<file path="config.mk">
export PLATFORM = sky130hd
export DESIGN_NAME = nibble_seq_adder
export DESIGN_NICKNAME = d
export VERILOG_FILES = /design/src/rtl/nibble_seq_adder.sv
export SDC_FILE = /design/constraint.sdc
export NUM_CORES = 1
export LEC_CHECK = 0
export BUFFER_PORTS_ARGS = -buffer_cell sky130_fd_sc_hd__buf_4
export CAP_MARGIN = 15
export CORE_UTILIZATION = 35
export DETAILED_ROUTE_END_ITERATION = 10
export PLACE_DENSITY = 0.57
export SYNTH_ARGS = -nofsm -noshare
export SYNTH_HDL_FRONTEND = slang
export SYNTH_SLANG_ARGS = --single-unit
</file>
<file path="constraint.sdc">
create_clock -name clk -period 5.57 [get_ports clk]
set_input_delay 0.557 -clock clk [delete_from_list [all_inputs] [get_ports clk]]
set_output_delay 0.557 -clock clk [all_outputs]
set_load 0.01 [all_outputs]
</file>
<file path="src/rtl/nibble_seq_adder.sv">
// nibble_seq_adder: WIDTH-bit adder sequenced over one owned adder_4bit, LS nibble first.
// Optional signed-overflow output is enabled with `define NSA_OVERFLOW_EN.

module adder_4bit (
    input  logic [3:0] a,
    input  logic [3:0] b,
    input  logic       cin,
    output logic [3:0] sum,
    output logic       cout
);
    assign {cout, sum} = {1'b0, a} + {1'b0, b} + {4'b0000, cin};
endmodule

module nibble_seq_adder #(
    parameter int WIDTH = 16
) (
    input  logic             clk,
    input  logic             rst,
    input  logic             in_valid,
    output logic             in_ready,
    input  logic [WIDTH-1:0] a,
    input  logic [WIDTH-1:0] b,
    input  logic             cin,
    output logic             out_valid,
    input  logic             out_ready,
    output logic [WIDTH-1:0] sum,
    output logic             cout
`ifdef NSA_OVERFLOW_EN
    ,
    output logic             ovf
`endif
);
    localparam int N  = WIDTH / 4;
    localparam int KW = (N > 1) ? $clog2(N) : 1;
    localparam logic [KW-1:0] K_LAST = KW'(N - 1);

    typedef enum logic [1:0] {IDLE, RUN, DONE} state_t;

    state_t           state;
    state_t           state_nx;
    logic [KW-1:0]    k;
    logic [WIDTH-1:0] a_r;
    logic [WIDTH-1:0] b_r;
    logic [WIDTH-1:0] sum_r;
    logic             carry_r;
    logic             accept;
    logic             last;
    logic [3:0]       nib_a;
    logic [3:0]       nib_b;
    logic [3:0]       nib_sum;
    logic             nib_cout;

    assign nib_a = a_r[{k, 2'b00} +: 4];
    assign nib_b = b_r[{k, 2'b00} +: 4];
    assign last  = (k == K_LAST);

    adder_4bit u_adder (
        .a    (nib_a),
        .b    (nib_b),
        .cin  (carry_r),
        .sum  (nib_sum),
        .cout (nib_cout)
    );

    always_ff @(posedge clk or posedge rst) begin
        if (rst) begin
            state <= IDLE;
        end else begin
            state <= state_nx;
        end
    end

    always_comb begin
        state_nx  = state;
        in_ready  = 1'b0;
        out_valid = 1'b0;
        accept    = 1'b0;
        case (state)
            IDLE: begin
                in_ready = 1'b1;
                if (in_valid) begin
                    accept   = 1'b1;
                    state_nx = RUN;
                end
            end
            RUN: begin
                if (last) state_nx = DONE;
            end
            DONE: begin
                out_valid = 1'b1;
                if (out_ready) state_nx = IDLE;
            end
            default: state_nx = IDLE;
        endcase
    end

    // carry_r doubles as the captured cin and the inter-nibble carry
    always_ff @(posedge clk or posedge rst) begin
        if (rst) begin
            a_r     <= '0;
            b_r     <= '0;
            sum_r   <= '0;
            carry_r <= 1'b0;
            k       <= '0;
        end else if (accept) begin
            a_r     <= a;
            b_r     <= b;
            carry_r <= cin;
            k       <= '0;
        end else if (state == RUN) begin
            sum_r[{k, 2'b00} +: 4] <= nib_sum;
            carry_r                <= nib_cout;
            k                      <= last ? '0 : k + 1'b1;
        end
    end

`ifdef NSA_OVERFLOW_EN
    always_ff @(posedge clk or posedge rst) begin
        if (rst) begin
            ovf <= 1'b0;
        end else if (state == RUN && last) begin
            ovf <= (a_r[WIDTH-1] ~^ b_r[WIDTH-1]) & (a_r[WIDTH-1] ^ nib_sum[3]);
        end
    end
`endif

    assign sum  = sum_r;
    assign cout = carry_r;

endmodule
</file>
Word-level counts from Yosys, hierarchy flattened
Cells that the tools add are included. W data, S select, Z words.

Register bits: 53. Input port bits: 37. Output and inout port bits: 19. Word-level logic and storage cells: 39.

Add/subtract/negate cells: 4. Eq/ne operators: 6. Shift-type cells: 4. Mux-type cells: 14. Bitwise operators: 1. Reductions and logical operators: 4.

Operators with widths (count): $shiftx A16 B5 Y4 (2); $bwmux W16 (1); $shift A4 B6 Y16 const A (1); $shiftx A4 B6 Y16 (1); $mux W2 (6); $mux W1 (6); $ne A2 B2 Y1 const B (3); $neg A4 Y6 (1); $pmux W2 S3 (1); $add A4 B4 Y5 (1); $add A5 B1 Y5 (1); $eq A2 B2 Y1 const B (2); $reduce_and A3 Y1 (1); $add A2 B1 Y2 const B (1); $eq A2 B1 Y1 const B (1); $logic_not A2 Y1 (1); $reduce_and A2 Y1 (1); $reduce_bool A2 Y1 (1); $not A1 Y1 (1).

Logic depth before layout (Yosys ltp)
Depth after elaboration: 5. Depth in mapped cells: 7. Gate-level depth less buffers: 6.

Modules after synthesis
From an unflattened synthesis, not the netlist that was laid out.

Cell total of the unflattened synthesis: 190. Area, all modules: 2626.3 sq um.

Modules (own cells, without submodules): nibble_seq_adder (times used 1, cells each 174, area an instance 2482.4 sq um, seq. area each 1326.3 sq um); adder_4bit (times used 1, cells each 16, area an instance 143.9 sq um, seq. area each 0.0 sq um).

Worst setup path after synthesis
OpenSTA, ideal clock, no wires.

Kind: register -> register. From: register k[0]. To: register carry_r (netlist: cout). Setup time: 127 ps. Data arrival time: 2521 ps. Required time: 5443 ps. Setup slack: 2922 ps. Cell stages (with the launch flop): 8. Buffers on the path: 1. Clock period less this slack: 2648 ps. Cell sequence: dfrtp_1 > buf_4 > mux4_2 > fa_1 > fa_1 > a21o_1 > a211oi_1 > o31ai_1.

Cells in the longest elaborated chain, start to end: 5. Elaborated cells between the ends (all ways): 6. Classes of those cells: add/sub: 2; shift: 2; mux: 2.

Ends and longest elaborated chain: start: declaration (line 41) `logic [KW-1:0] k;`; start signal: assignment (line 113) `k <= last ? '0 : k + 1'b1;`; $shiftx A16 B5 Y4, on equally long branches (line 53, 54); $add A4 B4 Y5 * (line 11) `assign {cout, sum} = {1'b0, a} + {1'b0, b} + {4'b0000, cin};`; $add A5 B1 Y5 * (line 11); $mux W1 * (line 110) `end else if (state == RUN) begin`; $mux W1 * (line 105) `end else if (accept) begin`; end signal: assignment (line 108) `carry_r <= cin;`; end signal: assignment (line 112) `carry_r <= nib_cout;`; end: declaration (line 45) `logic carry_r;`.

Mark *: on every way between the ends. The rest lies on a longest branch, timed or not. The select of a mux whose other input is x is not followed. A chain may end at the register's enable or synchronous reset.

Final worst setup path
Same ends and word-level chain as after synthesis.

==> reports/metrics.yaml <==
synth:
  avgSynthCellArea_um2: 15.2
  netlist.area_leader.share_pct: 53.7
  synth-seq-cells: 53
  synth_nets: 211
  synthCells: 163
  ys_types: 29
  synth_edf_count: 0
  synth_top_area_cell: "dfrtp_1"
  async_flop_share_pct: 100
  synth_seq_area_share_pct: 53.7
  synth-warning-count: 0
  synthFlopType: "dfrtp_1"
  syn_area_um2: 2470
  synthTopCellsByArea: "dfrtp_1, mux2_1, mux4_2"
timing:
  rsz0062_at_grt: "false"
  final.setup_skew_ns: 0.00756
  max_freq_mhz: 331
  hold_viol: 0
  period_share_pct: 54.3
  setup_viol: 0
  relSlewSlack_pct: 45.7
  slew_viol_final: 0
  fin_setup_tns_ns: 0
  worst_pin_slew_ns: 0.815
  period_minus_slack_ns: 3.02
critical_path:
  critical_path_arrival_ns: 3.19
  critPathMaxFanout: 16
  crit_top_cell: "fa_1"
  critPathMaxStageDelay_ns: 0.88
  cp-end-kind: "register"
  path_delay_family: "flip-flops"
  cp_cell_sequence: "mux4_2, fa_1, fa_1, a21o_1, a211oi_1, o31ai_1"
  required_ns: 5.74
  critPathLaunchType: "register"
  cp_slowest_cell: "dfrtp_1"
  path_buf_inv: 0
  worstSetupPathType: "reg -> reg"
floorplanning:
  die_w_um: 86.0
  core-area_um2: 6790
  fp.dieH_um: 86.0
  initial_core_util_pct: 36.4
  std_cell_rows: 30
  dieArea_um2: 7400
  ios: 56
routing:
  finalWirelength_um: 4650
  dr.pass1.iters: 4
  wl_per_cell_um: 14.7
  drt-initial-drc-count: 78
  drc_errors: 0
  vias: 1516
  drtAntennaViolNets: 0
  via_per_inst: 4.78
clocking:
  cts_sinks: 53
  clock_tree.root_cell: "clkbuf_8"
  cts_setup_buffers: 0
  insertion_delay_ns: 0.30
  cts_made_buffers: 5
  cts_tree: "built"
  ctsResizeCount: 0
  ctsHtreeMaxLevel: 2
  cts_hold_buf: 0
  clk_pin_slew_ns: 0.09
  clockBufferDepth: 2
run:
  drv_cap: 0
power_and_ir_drop:
  p_per_area_nw_per_um2: 596
  leakagePower_nw: 1.40
  irDropWorstVdd_uv: 222
hold_path:
  hp-class: "in -> async"
place:
  gp_congestion: 0.694
  post-dp-hpwl_um: 3380
  port-buffer-count: 55
grt:
  grt_pass1_vias: 1605
  grt_pass1_wl_um: 8180
  grt_max_degree: 54
  grtUsageTotal_pct: 14.4
  antenna_found_initial: 0
  grt_overflow: 0
final_layout:
  layout.nets: 268
  diodes: 0
  drive_gt1_share_pct: 38.0
  final_util_pct: 44.9
  syn_to_final_growth_pct: 23.4
run_status:
  status: "finished, final reports clean"
final timing paths:
kind                                     from                  end  slack (ns)  cells past startpoint
max in group asynchronous                 rst  a_r[12]$_DFFE_PP0P_        4.69                      3
hold reg to reg            a_r[3]$_DFFE_PP0P_   a_r[3]$_DFFE_PP0P_        0.49                      1
setup / recovery             k[0]$_DFFE_PP0P_     cout$_DFFE_PP0P_        2.55                      6
setup reg to reg             k[0]$_DFFE_PP0P_     cout$_DFFE_PP0P_        2.55                      6
hold / removal                            rst   a_r[5]$_DFFE_PP0P_        0.43                      3
min in group clk                         a[7]   a_r[7]$_DFFE_PP0P_        0.46                      2
cell type report:
| cell class | instances | area, um2 |
|---|---|---|
| clock inverter | 3 | 17.5 |
| sequential | 53 | 1330 |
| inverter | 4 | 15.0 |
| clock buffer | 5 | 68.8 |
| timing repair buffer | 57 | 428 |
| fill | 650 | 3750 |
| tap | 96 | 120 |
| multi-input combinational | 99 | 1070 |
through the flow:
stage | hold WS, ns | power, mW | std cells | setup slack [ns] | area (um2)
global route | 0.447 | 1.99 | 317 | 2.32 | 3050
detailed placement | 0.474 | 1.64 | 309 | 2.52 | 2960
CTS | 0.453 | 1.85 | 317 | 2.51 | 3050
floorplan | 0.452 | 1.36 | 163 | 2.92 | 2470
finish | 0.426 | 1.82 | 317 | 2.55 | 3050
global placement | 0.464 | 1.62 | 309 | 2.59 | 2960
cell usage after synthesis (2+ instances only):
cell / count
mux2_2: 7
ha_1: 9
a22o_1: 13
mux2_1: 25
nand2_1: 7
inv_1: 4
buf_2: 2
dfrtp_1: 53
fa_1: 2
mux4_2: 8
o31ai_1: 3
a32o_1: 4
o21bai_1: 2
nor2b_1: 2
buf_6: 4
a211oi_1: 2
nor2_1: 4
registers in the layout, indices dropped and copies added (netlist names):
signal	count
a_r	16
b_r	16
sum	16
k	2
state	2
cout	1
logic make-up (layout without fill, tap and decap cells):
group           Yosys count  after routing  share of synthesized area (%)
fa+ha+maj                11             11                           6.18
simple gates             22             22                           6.08
buf+inv                  11             69                           3.14
mux                      40             40                           21.9
compound gates           25             25                           8.66
xor+xnor                  1              1                          0.355
flops                    53             53                           53.7
where the power goes:
group / internal, mW / switching [mW]
sequential: 0.555 / 0.133
clock: 0.0869 / 0.121
combinational: 0.470 / 0.450
total: 1.11 / 0.705
worst register-to-register path, stage by stage, from the launching register on:
cell and delay (ns):
dfrtp_1 0.88, mux4_2 0.62, fa_1 0.44, fa_1 0.41, a21o_1 0.19, a211oi_1 0.23
o31ai_1 0.11
routing by layer:
layer / part of all wire, % / GRT usage, % / wire [um] / up-vias
met1: 51 / 20.7 / 2360 / 745
met2: 43 / 21.6 / 2020 / 44
met5: 0 / 0 / 0 / -
met4: 1.1 / 4.55 / 50 / 0
met3: 4.8 / 3.27 / 222 / 5
li1: - / - / - / 722
cells in the final DEF (no fill, tap or decap), types with 2 or more instances in the layout:
cell	count
ha_1	9
o21bai_1	2
mux2_1	25
clkinv_2	2
mux2_2	7
dfrtp_1	53
nor2b_1	2
a32o_1	4
a22o_1	13
nand2_1	7
fa_1	2
a211oi_1	2
inv_1	3
mux4_2	8
clkbuf_8	5
nor2_1	4
buf_4	57
o31ai_1	3
Power figures use the tool's default switching activity.
